File: src/rtl/bus_matrix_pkg.sv
// Shared types and index helpers for the bus_matrix interconnect.
package bus_matrix_pkg;

    typedef enum logic [1:0] {
        DRIVEN,
        HOLDING,
        PRECHARGED
    } charge_state_t;

    function automatic int unsigned src_lsb(input int unsigned s, input int unsigned data_w);
        return s * data_w;
    endfunction

    function automatic int unsigned bus_lsb(input int unsigned b, input int unsigned data_w);
        return b * data_w;
    endfunction

    function automatic int unsigned drive_idx(input int unsigned b, input int unsigned s,
                                              input int unsigned num_src);
        return b * num_src + s;
    endfunction

    // $clog2(1) is 0, so HOLD_CYCLES=0 still needs a one-bit counter.
    function automatic int unsigned hold_cnt_w(input int unsigned hold_cycles);
        return (hold_cycles == 0) ? 1 : $clog2(hold_cycles + 1);
    endfunction

endpackage

File: src/rtl/bus_matrix_lane.sv
// One bus: wired-AND resolution, pull-downs, charge retention FSM, contention detect.
// Contention logic is present only with BUS_MATRIX_CONTENTION_EN defined.
module bus_matrix_lane
    import bus_matrix_pkg::*;
#(
    parameter int unsigned DATA_W      = 8,
    parameter int unsigned NUM_SRC     = 8,
    parameter int unsigned HOLD_CYCLES = 2
) (
    input  logic                      clk,
    input  logic                      rst,
    input  logic [NUM_SRC*DATA_W-1:0] src_data,
    input  logic [NUM_SRC-1:0]        drive,
    input  logic [DATA_W-1:0]         pull_low,
    input  logic                      clear_err,
    output logic [DATA_W-1:0]         bus,
    output logic                      driven,
    output logic                      contention,
    output logic                      hit
);

    localparam int unsigned     CW       = hold_cnt_w(HOLD_CYCLES);
    localparam logic [CW-1:0]   HOLD_MAX = CW'(HOLD_CYCLES);

    charge_state_t       state, state_n;
    logic [CW-1:0]       cnt, cnt_n;
    logic [DATA_W-1:0]   bus_n, resolved, first;
    logic                any, conflict;

    // Contention means some driver disagrees with the first one found.
    always_comb begin
        resolved = '1;
        first    = '0;
        any      = 1'b0;
        conflict = 1'b0;
        for (int unsigned s = 0; s < NUM_SRC; s++) begin
            if (drive[s]) begin
                if (any && (src_data[src_lsb(s, DATA_W) +: DATA_W] != first))
                    conflict = 1'b1;
                if (!any)
                    first = src_data[src_lsb(s, DATA_W) +: DATA_W];
                any      = 1'b1;
                resolved = resolved & src_data[src_lsb(s, DATA_W) +: DATA_W];
            end
        end
    end

    always_comb begin
        state_n = state;
        cnt_n   = cnt;
        bus_n   = bus;
        if (any) begin
            state_n = DRIVEN;
            cnt_n   = '0;
            bus_n   = resolved & ~pull_low;
        end else if (state != PRECHARGED && cnt != HOLD_MAX) begin
            cnt_n   = cnt + CW'(1);
            state_n = (cnt_n == HOLD_MAX) ? PRECHARGED : HOLDING;
            bus_n   = bus & ~pull_low;
        end else begin
            state_n = PRECHARGED;
            cnt_n   = HOLD_MAX;
            bus_n   = ~pull_low;
        end
    end

    always_ff @(posedge clk or posedge rst) begin
        if (rst) begin
            state  <= PRECHARGED;
            cnt    <= HOLD_MAX;
            bus    <= '1;
            driven <= 1'b0;
        end else begin
            state  <= state_n;
            cnt    <= cnt_n;
            bus    <= bus_n;
            driven <= any;
        end
    end

`ifdef BUS_MATRIX_CONTENTION_EN
    assign hit = conflict;

    always_ff @(posedge clk or posedge rst) begin
        if (rst)
            contention <= 1'b0;
        else if (conflict)
            contention <= 1'b1;
        else if (clear_err)
            contention <= 1'b0;
    end
`else
    logic unused_detect;
    assign unused_detect = conflict ^ clear_err;
    assign hit           = 1'b0;
    assign contention    = 1'b0;
`endif

endmodule

File: src/rtl/bus_matrix.sv
// Registered NUM_SRC x NUM_BUS wired-AND bus interconnect with charge retention.
// Contention flags/counter are functional only with BUS_MATRIX_CONTENTION_EN defined.
module bus_matrix
    import bus_matrix_pkg::*;
#(
    parameter int unsigned DATA_W      = 8,
    parameter int unsigned NUM_SRC     = 8,
    parameter int unsigned NUM_BUS     = 4,
    parameter int unsigned HOLD_CYCLES = 2,
    parameter int unsigned CNT_W       = 8
) (
    input  logic                      i_clk,
    input  logic                      i_reset,
    input  logic [NUM_SRC*DATA_W-1:0] i_src_data,
    input  logic [NUM_SRC*NUM_BUS-1:0] i_drive,
    input  logic [NUM_BUS*DATA_W-1:0] i_pull_low,
    input  logic                      i_clear_err,
    output logic [NUM_BUS*DATA_W-1:0] o_bus,
    output logic [NUM_BUS-1:0]        o_driven,
    output logic [NUM_BUS-1:0]        o_contention,
    output logic [CNT_W-1:0]          o_contention_cnt
);

    logic [NUM_BUS-1:0] hit;

    for (genvar b = 0; b < NUM_BUS; b++) begin : g_lane
        bus_matrix_lane #(
            .DATA_W      (DATA_W),
            .NUM_SRC     (NUM_SRC),
            .HOLD_CYCLES (HOLD_CYCLES)
        ) u_lane (
            .clk        (i_clk),
            .rst        (i_reset),
            .src_data   (i_src_data),
            .drive      (i_drive[drive_idx(b, 0, NUM_SRC) +: NUM_SRC]),
            .pull_low   (i_pull_low[bus_lsb(b, DATA_W) +: DATA_W]),
            .clear_err  (i_clear_err),
            .bus        (o_bus[bus_lsb(b, DATA_W) +: DATA_W]),
            .driven     (o_driven[b]),
            .contention (o_contention[b]),
            .hit        (hit[b])
        );
    end

`ifdef BUS_MATRIX_CONTENTION_EN
    localparam logic [CNT_W-1:0] CNT_MAX = '1;
    localparam logic [CNT_W-1:0] CNT_ONE = CNT_W'(1);

    logic [CNT_W-1:0] cnt;

    // A contention cycle overrides a simultaneous clear, restarting at 1.
    always_ff @(posedge i_clk or posedge i_reset) begin
        if (i_reset)
            cnt <= '0;
        else if (|hit)
            cnt <= i_clear_err ? CNT_ONE : ((cnt == CNT_MAX) ? cnt : cnt + CNT_ONE);
        else if (i_clear_err)
            cnt <= '0;
    end

    assign o_contention_cnt = cnt;
`else
    logic unused_ctl;
    assign unused_ctl       = (^hit) ^ i_clear_err;
    assign o_contention_cnt = '0;
`endif

endmodule

File: config.mk
export PLATFORM = sky130hd
export DESIGN_NAME = bus_matrix
export DESIGN_NICKNAME = d
export VERILOG_FILES = /design/src/rtl/bus_matrix_pkg.sv /design/src/rtl/bus_matrix_lane.sv /design/src/rtl/bus_matrix.sv
export SDC_FILE = /design/constraint.sdc
export NUM_CORES = 1
export LEC_CHECK = 0
export ABC_AREA = 1
export ABC_CLOCK_PERIOD_IN_PS = 3280
export CAP_MARGIN = 20
export CORE_MARGIN = 3
export CORE_UTILIZATION = 48
export DETAILED_ROUTE_END_ITERATION = 6
export MAX_ROUTING_LAYER = met4
export PLACE_DENSITY_LB_ADDON = 0.12
export SLEW_MARGIN = 20
export SYNTH_ARGS = -nofsm -noshare
export SYNTH_HDL_FRONTEND = slang
export SYNTH_SLANG_ARGS = --single-unit
File: constraint.sdc
create_clock -name i_clk -period 3.28 [get_ports i_clk]
set_input_delay 0.656 -clock i_clk [delete_from_list [all_inputs] [get_ports i_clk]]
set_output_delay 0.656 -clock i_clk [all_outputs]
set_load 0.05 [all_outputs]
==> results list <==
* Number of CTS-inserted buffers: 5
- After clock tree synthesis, the clock-pin slew on the worst setup and hold paths is 110 ps.
- Most common cell after layout, fill and taps aside: sky130_fd_sc_hd__nand2_1
* Pin slew with the least headroom to its limit: 977 ps
* Number of failing setup endpoints in the final timing report: 0
* Post-Place Setup Slack: 1190 ps
* Required time of the critical path: 2620 ps
* Die X: 103 um
* Later-pin clock latency in the skew report: 310 ps
- STA classifies the critical path endpoint as a primary output.
* N_diodes: 0
* Total of flip-flops plus latches after synthesis: 52
- The die covers 10700 um2.
* Cell family with the largest share of critical-path delay: buffers and inverters
- The largest single stage delay on the critical path is 800 ps.
- Detailed routing inserted a total of 5289 vias.
- Area of the core: 8980 um2
- Together, buffers and inverters on the worst path number 1.
- Data arrives at the worst endpoint at 1670 ps.
* Synthesized area per cell: 6.16 um2
- After Yosys synthesis, XOR and XNOR cells account for 0% of the synthesized area.
* Final hold vios: 0
* Cell count after synthesis: 738
* Number of sinks on the clock net: 52
- Length of routed met2 wiring: 7770 um
- Total met3 wirelength after detailed routing: 1650 um
* Max Clk Rate: 0.430 GHz
- Wire length the detailed router placed on met1: 6830 um
- The path class of the tightest hold or removal check is register to register.
* Wire length after detailed routing: 16600 um
* Final core utilization: 69.3%
* Fraction of layout instances using a drive strength above 1: 10.4%
- After clock tree synthesis, the flow added hold-fix buffers numbering 0.
* Synthesized-area fraction occupied by ao, oa, aoi and oai cells: 15.3%
- TritonCTS built the clock tree.
- Post-route ant nets: 0
- CP Max Fanout: 2
* Share of synthesized cell area in and, or, nand and nor gates: 37.6%
- Count of buffers added by post-CTS timing repair for setup: 0
- Type of origin of the critical path: register
- Routability-driven placement finished with a final weighted congestion of 0.985.
- Drc violations: 0
- The placed instances occupy a cell area of 6110 um2.
- Sequential elements use 29.7% of the synthesized area.
- For the final routed database, the setup TNS stands at 0 ps.
* Largest net degree at the start of global routing: 46
* Power density cells: 278 nW/um2
- Smallest setup slack after layout: 953 ps
- Share of the clock period used by the worst path after layout: 71.0%
* Row Count: 34
* Vertical die dimension: 103 um
* Ordered list of cells on the worst path: clkdlybuf4s50_1
* Signed area change from the synthesized netlist to the final layout: 37.0%
* Number of maximum-capacitance violations: 0
- After synthesis, the largest family of logic cells by area is simple AND/OR/NAND/NOR gates.
- # resized after CTS: 0
- For this run, the detailed router's first-pass iteration total came to 5.
- In this run the static leakage power is 0.00285 uW.
- The number of antenna violations at the first check in global routing came to 0.
* Number of distinct library cells after synthesis: 20
- The largest individual stage delay along the critical path comes from the cell sky130_fd_sc_hd__clkdlybuf4s50_1.
- Top-level port count: 179
- The via count of the first global-routing pass came to 5140.
- First-pass GRT wire length: 25500 um
- Proportion of synthesized area in mux cells: 0%
- The final layout contains 1025 nets.
- Summed over all nets, the half-perimeter wirelength after detailed placement is 13100 um.
- Mapped cell area: 4540 um2
* Global router's overall resource usage: 31.8%
* Minimum clock period: 2330 ps
- Initial cell density of the core: 50.6%
- After detailed routing, no signal wire sits above met4.
- Synth warnings: 0
* Outcome: finished, final reports clean
* Overflow left after global routing: 0
* Adder-cell share of the synthesized area: 2.20%
- In this run the tool buffered the top-level ports with 165 buffer cells.
- For this block, the initial DRC count from the detailed router was 373.
* Unrepaired setup endpoints after global routing: no
* H-Tree Level Count: 2
* Post-route clock skew: 3.49 ps
* Max-slew violations: 0
- Measured against its own limit, the worst slew margin works out to 34.8%.
* Average wire length per cell after detail routing: 16.4 um
- Dividing the detail-routed via count by the number of cells gives 5.22.
- VDD sags by at most 0.180 mV.
* Crit Path Category: register to primary output
- The library cells used most frequently in the layout, excluding fill and tap cells, are sky130_fd_sc_hd__nand2_1, sky130_fd_sc_hd__clkdlybuf4s50_1, sky130_fd_sc_hd__nor2_1.
* Maximum buffer depth of the clock tree: 2
* Cell at the root of the clock tree: sky130_fd_sc_hd__clkbuf_8
- Once layout is done, the placed cells without fillers occupy 6220 um2.
[cells by family after synthesis]
family,count (synthesis)
other,1
flip-flops,52
adder cells (fa/ha/maj),8
buffers and inverters,137
AO/OA/AOI/OAI,136
AND/OR/NAND/NOR,404
[stage by stage]
step	instances	hold slack [ps]	power, uW
after floorplan	749	445	1000
after global placement	1005	457	1250
after detailed placement	1005	470	1260
after CTS	1013	489	1730
after global routing	1013	511	1810
final	1013	497	1730
[path summary, 6_finish.rpt]
kind	start	endpoint	slack (ps)	depth (start not counted)
worst min-delay path	g_lane[3].u_lane.cnt[0]	g_lane[3].u_lane.cnt[0]	500	1
worst max register to register	g_lane[2].u_lane.cnt[1]	g_lane[2].u_lane.bus[3]	1800	7
min in group asynchronous	i_reset	g_lane[2].u_lane.cnt[0]	890	2
worst max-delay path	g_lane[3].u_lane.bus[5]	o_bus[29]	950	1
max in group asynchronous	i_reset	g_lane[3].u_lane.bus[5]	1610	3
worst min register to register	g_lane[3].u_lane.cnt[0]	g_lane[3].u_lane.cnt[0]	500	1
[final cells by class]
class	instances	area, um2
Clock buffer	5	68.8
Clock inverter	3	46.3
Multi-Input combinational cell	560	2550
Fill cell	765	2750
Inverter	101	389
Timing Repair Buffer	166	1660
Sequential cell	52	1350
Tap cell	126	158
[per-layer routing]
metal	vias to the layer above	track usage, %
li1	2518	-
met1	2386	41.2
met2	345	52.4
met3	40	5.16
met4	0	7.47
met5	-	-
[power by group]
part	internal, uW	total, uW	switching (uW)
Sequential	666	673	7.41
Clock	231	471	240
Combinational	240	587	347
[cell usage after synthesis, drive strengths merged]
master	count	area [um2]
conb	1	3.75
buf	36	294
o21ai	128	641
nor3	8	92.6
dfstp	40	1050
a21oi	8	55.1
dfrtp	12	300
ha	8	100
nor2	156	696
inv	101	389
nand2	240	921
[registers in the layout (all words and copies together), names as in the netlist]
register and cells:
g_lane.u_lane.bus 32, g_lane.u_lane.cnt 8, g_lane.u_lane.state 8, g_lane.u_lane.driven 4
[worst reg2reg max path: stages (launching register included)]
cell and delay, ps:
sky130_fd_sc_hd__dfstp_2 550, sky130_fd_sc_hd__ha_1 160, sky130_fd_sc_hd__inv_1 40, sky130_fd_sc_hd__nand2_1 360, sky130_fd_sc_hd__nor2_1 90, sky130_fd_sc_hd__nand2_1 90
sky130_fd_sc_hd__nand2_1 60, sky130_fd_sc_hd__nor2_1 80
Note: power is estimated with default switching activity, not from simulation.
